<file path="src/rtl/ifu_fetch_unit_pkg.sv">
// ifu_fetch_unit_pkg: shared widths, constants and fetch-state encoding for the IFU
package ifu_fetch_unit_pkg;
    localparam int XLEN = 32;
    localparam int EXU_TO_IFU_BUS_W = XLEN + 1;
    localparam int IFU_TO_IDU_BUS_W = 2 * XLEN;
    localparam logic [31:0] RESET_PC_DEF = 32'h8000_0000;
    localparam logic [31:0] NOP_INST = 32'h0000_0013;
    localparam logic [1:0] RESP_OKAY = 2'b00;
    typedef enum logic [1:0] {
        FETCH_AR = 2'd0,
        WAIT_R   = 2'd1,
        HOLD     = 2'd2,
        WAIT_EXU = 2'd3
    } fetch_state_t;
endpackage

</file>
<file path="src/rtl/ifu_fetch_unit_if.sv">
// ifu_fetch_unit_if: AXI4-Lite read channel (AR + R) between a reader and the arbiter
// master: drives araddr/arvalid/rready; slave: drives arready/rdata/rresp/rvalid
interface ifu_fetch_unit_if #(parameter int DATA_WIDTH = 32);
    logic [DATA_WIDTH-1:0] araddr;
    logic                  arvalid;
    logic                  arready;
    logic [DATA_WIDTH-1:0] rdata;
    logic [1:0]            rresp;
    logic                  rvalid;
    logic                  rready;
    modport master(output araddr, arvalid, rready, input arready, rdata, rresp, rvalid);
    modport slave(input araddr, arvalid, rready, output arready, rdata, rresp, rvalid);
endinterface

</file>
<file path="src/rtl/ifu_axil_rd_fsm.sv">
// ifu_axil_rd_fsm: single-outstanding AXI4-Lite read engine with start/done/rdata/err
// clk, rst_n (async active-low); bus: AXI4-Lite read master; start: begin a read when idle;
// addr: read address, held stable by the caller; ar_done/done: AR/R handshake strobes;
// rdata/err: response data and non-OKAY flag, valid with done
module ifu_axil_rd_fsm
    import ifu_fetch_unit_pkg::*;
#(
    parameter int DATA_WIDTH = XLEN
) (
    input  logic                  clk,
    input  logic                  rst_n,
    ifu_fetch_unit_if.master      bus,
    input  logic                  start,
    input  logic [DATA_WIDTH-1:0] addr,
    output logic                  ar_done,
    output logic                  done,
    output logic [DATA_WIDTH-1:0] rdata,
    output logic                  err
);
    logic arvalid_q;
    logic rready_q;
    assign bus.araddr  = addr;
    assign bus.arvalid = arvalid_q;
    assign bus.rready  = rready_q;
    assign ar_done     = arvalid_q && bus.arready;
    assign done        = rready_q && bus.rvalid;
    assign rdata       = bus.rdata;
    assign err         = bus.rresp != RESP_OKAY;
    // A new request is taken only while neither channel is busy
    always_ff @(posedge clk or negedge rst_n) begin
        if (!rst_n) begin
            arvalid_q <= 1'b0;
            rready_q  <= 1'b0;
        end else begin
            arvalid_q <= arvalid_q ? !bus.arready : (start && !rready_q);
            rready_q  <= rready_q ? !bus.rvalid : ar_done;
        end
    end
endmodule

</file>
<file path="src/rtl/ifu_fetch_unit.sv">
// ifu_fetch_unit: fetch stage holding the PC, one instruction in flight over AXI4-Lite
// clk, rst_n (async active-low); isram: AXI4-Lite read master to the arbiter;
// ifu_done: pulse after each R handshake; ifu_to_idu_bus/valid, idu_allowin: {pc, inst} to IDU;
// exu_to_ifu_bus/valid: {taken, nextpc} retire; ifu_err: sticky non-OKAY response flag.
// IFU_PERF_CNT_EN adds perf_fetch_cnt (R handshakes) and perf_stall_cnt (FETCH_AR/WAIT_R cycles).
module ifu_fetch_unit
    import ifu_fetch_unit_pkg::*;
#(
    parameter int                    DATA_WIDTH     = XLEN,
    parameter logic [DATA_WIDTH-1:0] RESET_PC       = RESET_PC_DEF,
    parameter int                    EXU_TO_IFU_BUS = EXU_TO_IFU_BUS_W
) (
    input  logic                      clk,
    input  logic                      rst_n,
    ifu_fetch_unit_if.master          isram,
    output logic                      ifu_done,
    output logic [2*DATA_WIDTH-1:0]   ifu_to_idu_bus,
    output logic                      ifu_to_idu_valid,
    input  logic                      idu_allowin,
    input  logic [EXU_TO_IFU_BUS-1:0] exu_to_ifu_bus,
    input  logic                      exu_to_ifu_valid,
    output logic                      ifu_err
`ifdef IFU_PERF_CNT_EN
    ,
    output logic [31:0]               perf_fetch_cnt,
    output logic [31:0]               perf_stall_cnt
`endif
);
    fetch_state_t          state_q, state_d;
    logic [DATA_WIDTH-1:0] pc_q, pc_next, inst_r, rd_rdata;
    logic                  start, retire, rd_ar_done, rd_done, rd_err;
    ifu_axil_rd_fsm #(.DATA_WIDTH(DATA_WIDTH)) u_rd (
        .clk     (clk),
        .rst_n   (rst_n),
        .bus     (isram),
        .start   (start),
        .addr    (pc_q),
        .ar_done (rd_ar_done),
        .done    (rd_done),
        .rdata   (rd_rdata),
        .err     (rd_err)
    );
    assign ifu_to_idu_bus = {pc_q, inst_r};
    // Retiring in WAIT_EXU launches the next AR straight away, so arvalid rises one cycle later
    assign retire  = state_q == WAIT_EXU && exu_to_ifu_valid;
    assign start   = state_q == FETCH_AR || retire;
    assign pc_next = exu_to_ifu_bus[EXU_TO_IFU_BUS-1] ? exu_to_ifu_bus[DATA_WIDTH-1:0] : pc_q + DATA_WIDTH'(4);
    always_comb begin
        state_d = state_q;
        case (state_q)
            FETCH_AR: state_d = rd_ar_done ? WAIT_R : FETCH_AR;
            WAIT_R:   state_d = rd_done ? HOLD : WAIT_R;
            HOLD:     state_d = idu_allowin ? WAIT_EXU : HOLD;
            WAIT_EXU: state_d = exu_to_ifu_valid ? FETCH_AR : WAIT_EXU;
            default:  state_d = FETCH_AR;
        endcase
    end
    always_ff @(posedge clk or negedge rst_n) begin
        if (!rst_n) begin
            state_q          <= FETCH_AR;
            pc_q             <= RESET_PC;
            inst_r           <= '0;
            ifu_err          <= 1'b0;
            ifu_done         <= 1'b0;
            ifu_to_idu_valid <= 1'b0;
        end else begin
            state_q          <= state_d;
            ifu_done         <= rd_done;
            ifu_to_idu_valid <= state_d == HOLD;
            ifu_err          <= ifu_err || (rd_done && rd_err);
            if (rd_done) inst_r <= rd_err ? DATA_WIDTH'(NOP_INST) : rd_rdata;
            if (retire) pc_q <= pc_next;
        end
    end
`ifdef IFU_PERF_CNT_EN
    always_ff @(posedge clk or negedge rst_n) begin
        if (!rst_n) begin
            perf_fetch_cnt <= '0;
            perf_stall_cnt <= '0;
        end else begin
            if (rd_done && perf_fetch_cnt != '1) perf_fetch_cnt <= perf_fetch_cnt + 32'd1;
            if ((state_q == FETCH_AR || state_q == WAIT_R) && perf_stall_cnt != '1)
                perf_stall_cnt <= perf_stall_cnt + 32'd1;
        end
    end
`endif
endmodule

</file>
<file path="src/flat_wrapper.sv">
// flat-port wrapper written by rule: the top's interface ports become plain ports
module ifu_fetch_unit_flat import ifu_fetch_unit_pkg::*;
#(
    parameter int                    DATA_WIDTH     = XLEN,
    parameter logic [DATA_WIDTH-1:0] RESET_PC       = RESET_PC_DEF,
    parameter int                    EXU_TO_IFU_BUS = EXU_TO_IFU_BUS_W
)
  (clk, rst_n, ifu_done, ifu_to_idu_bus, ifu_to_idu_valid, idu_allowin, exu_to_ifu_bus, exu_to_ifu_valid, ifu_err, isram_araddr, isram_arvalid, isram_rready, isram_arready, isram_rdata, isram_rresp, isram_rvalid);
  ifu_fetch_unit_if #(.DATA_WIDTH(DATA_WIDTH)) isram_i ();
  input  logic clk;
  input  logic rst_n;
  output logic ifu_done;
  output logic [2*DATA_WIDTH-1:0] ifu_to_idu_bus;
  output logic ifu_to_idu_valid;
  input  logic idu_allowin;
  input  logic [EXU_TO_IFU_BUS-1:0] exu_to_ifu_bus;
  input  logic exu_to_ifu_valid;
  output logic ifu_err;
  output wire logic [$bits(isram_i.araddr)-1:0] isram_araddr;
  output wire logic [$bits(isram_i.arvalid)-1:0] isram_arvalid;
  output wire logic [$bits(isram_i.rready)-1:0] isram_rready;
  input wire logic [$bits(isram_i.arready)-1:0] isram_arready;
  input wire logic [$bits(isram_i.rdata)-1:0] isram_rdata;
  input wire logic [$bits(isram_i.rresp)-1:0] isram_rresp;
  input wire logic [$bits(isram_i.rvalid)-1:0] isram_rvalid;
  assign isram_araddr = isram_i.araddr;
  assign isram_arvalid = isram_i.arvalid;
  assign isram_rready = isram_i.rready;
  assign isram_i.arready = isram_arready;
  assign isram_i.rdata = isram_rdata;
  assign isram_i.rresp = isram_rresp;
  assign isram_i.rvalid = isram_rvalid;
  ifu_fetch_unit #(.DATA_WIDTH(DATA_WIDTH), .RESET_PC(RESET_PC), .EXU_TO_IFU_BUS(EXU_TO_IFU_BUS)) u_core (.clk(clk), .rst_n(rst_n), .isram(isram_i), .ifu_done(ifu_done), .ifu_to_idu_bus(ifu_to_idu_bus), .ifu_to_idu_valid(ifu_to_idu_valid), .idu_allowin(idu_allowin), .exu_to_ifu_bus(exu_to_ifu_bus), .exu_to_ifu_valid(exu_to_ifu_valid), .ifu_err(ifu_err));
endmodule
</file>
<file path="config.mk">
export PLATFORM = sky130hd
export DESIGN_NAME = ifu_fetch_unit_flat
export DESIGN_NICKNAME = d
export VERILOG_FILES = /design/src/rtl/ifu_fetch_unit_pkg.sv /design/src/rtl/ifu_fetch_unit_if.sv /design/src/rtl/ifu_axil_rd_fsm.sv /design/src/rtl/ifu_fetch_unit.sv /design/src/flat_wrapper.sv
export SDC_FILE = /design/constraint.sdc
export NUM_CORES = 1
export LEC_CHECK = 0
export ABC_AREA = 1
export BUFFER_PORTS_ARGS = -buffer_cell sky130_fd_sc_hd__buf_2
export CORE_AREA = 10 10 99 101
export DETAILED_ROUTE_END_ITERATION = 16
export DIE_AREA = 0 0 109 111
export PLACE_DENSITY = 0.92
export SLEW_MARGIN = 10
export SYNTH_ARGS = -nofsm -noshare
export SYNTH_HDL_FRONTEND = slang
export SYNTH_SLANG_ARGS = --single-unit
</file>
<file path="constraint.sdc">
create_clock -name clk -period 2.44 [get_ports clk]
set_clock_uncertainty 0.2 [all_clocks]
set_input_delay 0.366 -clock clk [delete_from_list [all_inputs] [get_ports clk]]
set_output_delay 0.366 -clock clk [all_outputs]
set_load 0.01 [all_outputs]
</file>
# Word level (Yosys, flattened, before mapping)
# Index checks and enable logic that the tools add are counted.
[classes]
muxes = 9
n_reduce_logical = 12
add_sub_neg = 1
shift = 0
multipliers = 0
bitwise = 0
magnitude_cmp = 0
div_mod_pow = 0
eq_ne = 4
[ops]
columns = ["operator", "n"]
rows = [
  ["32-bit two-way mux", 2],
  ["32-bit by 3-bit adder with 32-bit output, second input constant", 1],
  ["2-bit one-hot mux with 4 select lines", 1],
  ["2-bit == test, second input constant", 3],
  ["1-bit logical AND", 5],
  ["1-bit two-way mux", 4],
  ["2-bit two-way mux", 2],
  ["1-bit zero test", 3],
  ["2-bit by 1-bit == test with 1-bit output, second input constant", 1],
  ["2-bit zero test", 1],
  ["1-bit logical OR", 2],
  ["2-bit nonzero test", 1],
]
[totals]
mem_bits_rw = 0
rom_bits = 0
output_inout_bits = 101
elab_cells = 34
register_bits = 71
inputBits = 73
n_memories = 0
latch_bits = 0

# Depth between registers and ports, before layout
[depth]
depth_word = 5
depth_mapped = 10
ltp_nobuf = 10

# By module
# Synthesis repeated with hierarchy kept, for this count alone.
[unflattened]
hier_cells = 535
area_unflattened_um2 = 4249.1
[by_module_without_submodules]
columns = ["module", "n_inst", "area_per_inst_um2", "cells_each", "seq_area_each_um2"]
rows = [
  ["ifu_fetch_unit", 1, 3649.8, 455, 1727.9],
  ["ifu_axil_rd_fsm", 1, 599.3, 80, 50.0],
]

# Least setup slack after synthesis
# OpenSTA, ideal clock, no wires.
[synth_timing]
kind = "register -> register"
startpoint = "register u_core.pc_q[2]"
endpoint = "register u_core.pc_q[22]"
path_buffers = 0
required_ns = 2.124
path_stages_with_launch = 11
setup_time_ns = 0.116
path_slack_ns = 0.752
arrival_time_ns = 1.372
period_less_slack_ns = 1.688
path_cell_list = "dfrtp_1 -> ha_1 -> nand2_1 -> nor2_2 -> nand2_1 -> nor2_2 -> nand2_1 -> nand2_1 -> nand3_1 -> nand2_1 -> nand2_1"
[synth_between]
elab_chain_len = 2
[synth_lines]
columns = ["element", "line_no", "rtl"]
rows = [
  ["start: declaration", "ifu_fetch_unit.sv:30", "logic [DATA_WIDTH-1:0] pc_q, pc_next, inst_r, rd_rdata;"],
  ["start signal: assignment", "ifu_fetch_unit.sv:72", "if (retire) pc_q <= pc_next;"],
  ["32-bit by 3-bit adder with 32-bit output", "ifu_fetch_unit.sv:47", "assign pc_next = exu_to_ifu_bus[EXU_TO_IFU_BUS-1] ? exu_to_ifu_bus[DATA_WIDTH-1:0] : pc_q + DATA_WIDTH'(4);"],
  ["32-bit two-way mux", "ifu_fetch_unit.sv:47", ""],
]
# No other way between the ends.
# A chain may end at the register's enable or synchronous reset.

# Final worst setup path
[layout_timing]
startpoint = "register u_core.state_q[1]"
endpoint = "register u_core.pc_q[17]"
[layout_between]
elab_chain_len = 2
[layout_lines]
columns = ["element", "line_no", "rtl"]
rows = [
  ["start: declaration", "ifu_fetch_unit.sv:29", "fetch_state_t state_q, state_d;"],
  ["start signal: assignment", "ifu_fetch_unit.sv:67", "state_q <= state_d;"],
  ["2-bit == test", "ifu_fetch_unit.sv:45", "assign retire = state_q == WAIT_EXU && exu_to_ifu_valid;"],
  ["1-bit logical AND", "ifu_fetch_unit.sv:45", ""],
]
# No other way between the ends.

==> metrics.txt <==
run status finished clean; WL final 12010 um; Crit path required time 2.47 ns; Bufs on Longest Clock Path 2; DR iter-0 viols 162; post-layout min period 1.902 ns; CP Class register to register; endpoints failing hold 0; Syn Nets 573; Critical Path Start Type register; Cell Count, Final, Fillers Out 753; Worst Hold Class input port to register; PD cells 1091 nW/um^2; Seq cells post-synth 71; largest net degree at the start of global routing 32; Mapped Area 3907 sq um; Nets 717; area of the core 7969 sq um; H-tree Lvls 3; CTS resizes 0; Cells after Synth 499; vias 3949; drt via density 5.244; CTS tree built; Num Clock Sinks 71; Setup TNS 0 ns; Worst EP arrival 1.93 ns; Max-Cap Viols 0; io pins 174; Slew @ Worst Pin 0.5041 ns; PortBufs 173; Final period util 77.93%; Inst Count DP 735; clk root buf clkbuf_8; Avg Cell Area, Syn 7.831 sq um; GP Congestion 0.9612; layout cells sized above 1 32.41%; biggest area consumer among synthesized cells dfrtp_1; largest cells by area after synthesis dfrtp_1 (45%), nand2_1 (16%), buf_4 (6.7%); die boundary width 109 um; TritonCTS Buffers 9; Finish-stage setup viols 0; RSZ-0062 raised after global routing false; DR pass1 iterations 5; sequential share of the synthesized area 45.50%; vias in the first global route 4047; first-pass GRT wire length 19370 um; Yosys top cell area share 44.83%; Die Footprint 12100 sq um; Synth-to-Final Area Change 24.53%; Residual DRC 0; Setup crit end kind register; Slew Limit Headroom 66.39%; Filler cells 688; routed len/inst 15.95 um; Yosys cell types 32; die height 111 um; Max IR drop VDD 0.0005901 V; ant diodes 0; initial antenna violation count 2; GR Util All Layers 19.70%; Worst Path Max Fanout 16; synth warn 0; Starting Density 49.03%; Final ANT Viol Nets 0; maximum clock frequency 525.9 MHz; Pins Over Slew Limit 0; GRT Residual Overflow 0; Row Count 33; Worst-Skew Late Latency 0.34 ns; Static Leak 2.624 nW; flop2flop setup slack 0.54 ns; DP HPWL 9409 um; Clock transition at path regs 0.08 ns
flip-flops by register name, indices dropped and copies added, names as in the netlist:
name	cells
u_core.pc_q	32
u_core.u_rd.bus.arvalid	1
u_core.ifu_err	1
u_core.inst_r	32
u_core.state_q	2
u_core.ifu_done	1
u_core.ifu_to_idu_valid	1
u_core.u_rd.bus.rready	1
metal layers:
layer	share of wire [%]	wire length, um	vias up	track usage [%]
met1	40	4780	1819	22.79
met2	47	5677	227	32.05
met3	11	1322	26	7.616
met4	1.7	205	4	7.036
li1	-	-	1873	-
met5	0.22	27	-	0
repair_timing:
item / 4_1_cts / 5_1_grt
hold buffers: 2 / 0
buffers inserted: 0 / 0
hold endpoints to repair: 21 / 0
endpoints found under the setup margin: 0 / 0
synthesized netlist by cell type (all sizes together):
cell type	n
clkbuf	5
a21oi	8
o21ai	9
xnor2	1
o22a	3
a211oi	1
o22ai	6
inv	39
and2	1
buf	42
o2111ai	1
xor2	1
ha	1
a21boi	1
nand2	164
dfrtp	70
nor3	8
dfstp	1
a22o	29
nand3	36
nor2	67
o21bai	1
a22oi	3
o311ai	1
worst max-delay path: stages, from the launching register on:
cell	delay (ns)
dfrtp_1	0.46
nand3_4	0.23
nor2_4	0.39
inv_2	0.22
o22ai_1	0.22
nor2_1	0.06
cell families (layout without fill, tap and decap cells):
kind of cell | after synthesis | in the layout | synth area share (%)
compound gates | 63 | 63 | 11.91
buf+inv | 86 | 235 | 12.49
xor+xnor | 2 | 2 | 0.4484
flops | 71 | 71 | 45.50
fa+ha+maj | 1 | 1 | 0.3202
simple gates | 276 | 276 | 29.33
report_power, final:
group | internal [mW] | total (mW) | switching, mW
Sequential | 1.60 | 2.12 | 0.525
Combinational | 0.862 | 2.04 | 1.18
Clock | 0.682 | 1.15 | 0.466
Total | 3.14 | 5.31 | 2.17
path summary, 6_finish.rpt:
kind                                   startpoint  cells after the start                 to
worst max-delay path            u_core.state_q[1]                      5    u_core.pc_q[17]
min in group asynchronous                   rst_n                      2  u_core.inst_r[18]
worst min register to register  u_core.inst_r[14]                      1  u_core.inst_r[14]
worst min-delay path            exu_to_ifu_bus[8]                      3     u_core.pc_q[8]
worst max register to register  u_core.state_q[1]                      5    u_core.pc_q[17]
max in group asynchronous                   rst_n                      3  u_core.inst_r[16]
cell usage in the layout, fill, tap and decap left out, types with 2 or more instances in the layout:
cell type | Yosys | final
a21oi_1 | 8 | 8
a22o_1 | 29 | 29
a22oi_1 | 3 | 3
buf_2 | 3 | 173
buf_4 | 35 | 5
bufinv_16 | 0 | 3
clkbuf_8 | 0 | 9
clkinv_4 | 0 | 3
dfrtp_1 | 70 | 70
dlygate4sd3_1 | 0 | 2
inv_1 | 35 | 35
inv_2 | 4 | 4
nand2_1 | 163 | 163
nand3_1 | 35 | 35
nor2_1 | 58 | 58
nor2_2 | 6 | 6
nor2_4 | 3 | 3
nor3_1 | 8 | 8
o21ai_0 | 8 | 8
o22a_1 | 3 | 3
o22ai_1 | 6 | 6
metrics by stage:
step | hold WS [ns] | cell area (sq um) | utilization [%] | setup slack [ns] | total power, mW
final | 0.01614 | 4866 | 61.06 | 0.5385 | 5.311
after global routing | 0.02564 | 4866 | 61.06 | 0.3877 | 5.678
after CTS | 0.0006101 | 4866 | 61.06 | 0.5680 | 5.353
after detailed placement | 0.1688 | 4601 | 57.73 | 0.5668 | 4.186
after global placement | 0.1622 | 4601 | 57.73 | 0.6352 | 4.113
after floorplan | -0.1296 | 3908 | - | 0.7517 | 3.460
cell type report:
class,instances,area (sq um),share of cell area (%)
Inverter,39,146.4,3.008
Sequential cell,71,1778,36.54
Tap cell,105,131.4,2.700
Clock inverter,7,121.4,2.494
Multi-Input combinational cell,342,1642,33.74
Timing Repair Buffer,180,923.4,18.98
Clock buffer,9,123.9,2.546
No activity file was read; power rests on OpenSTA's default activity.
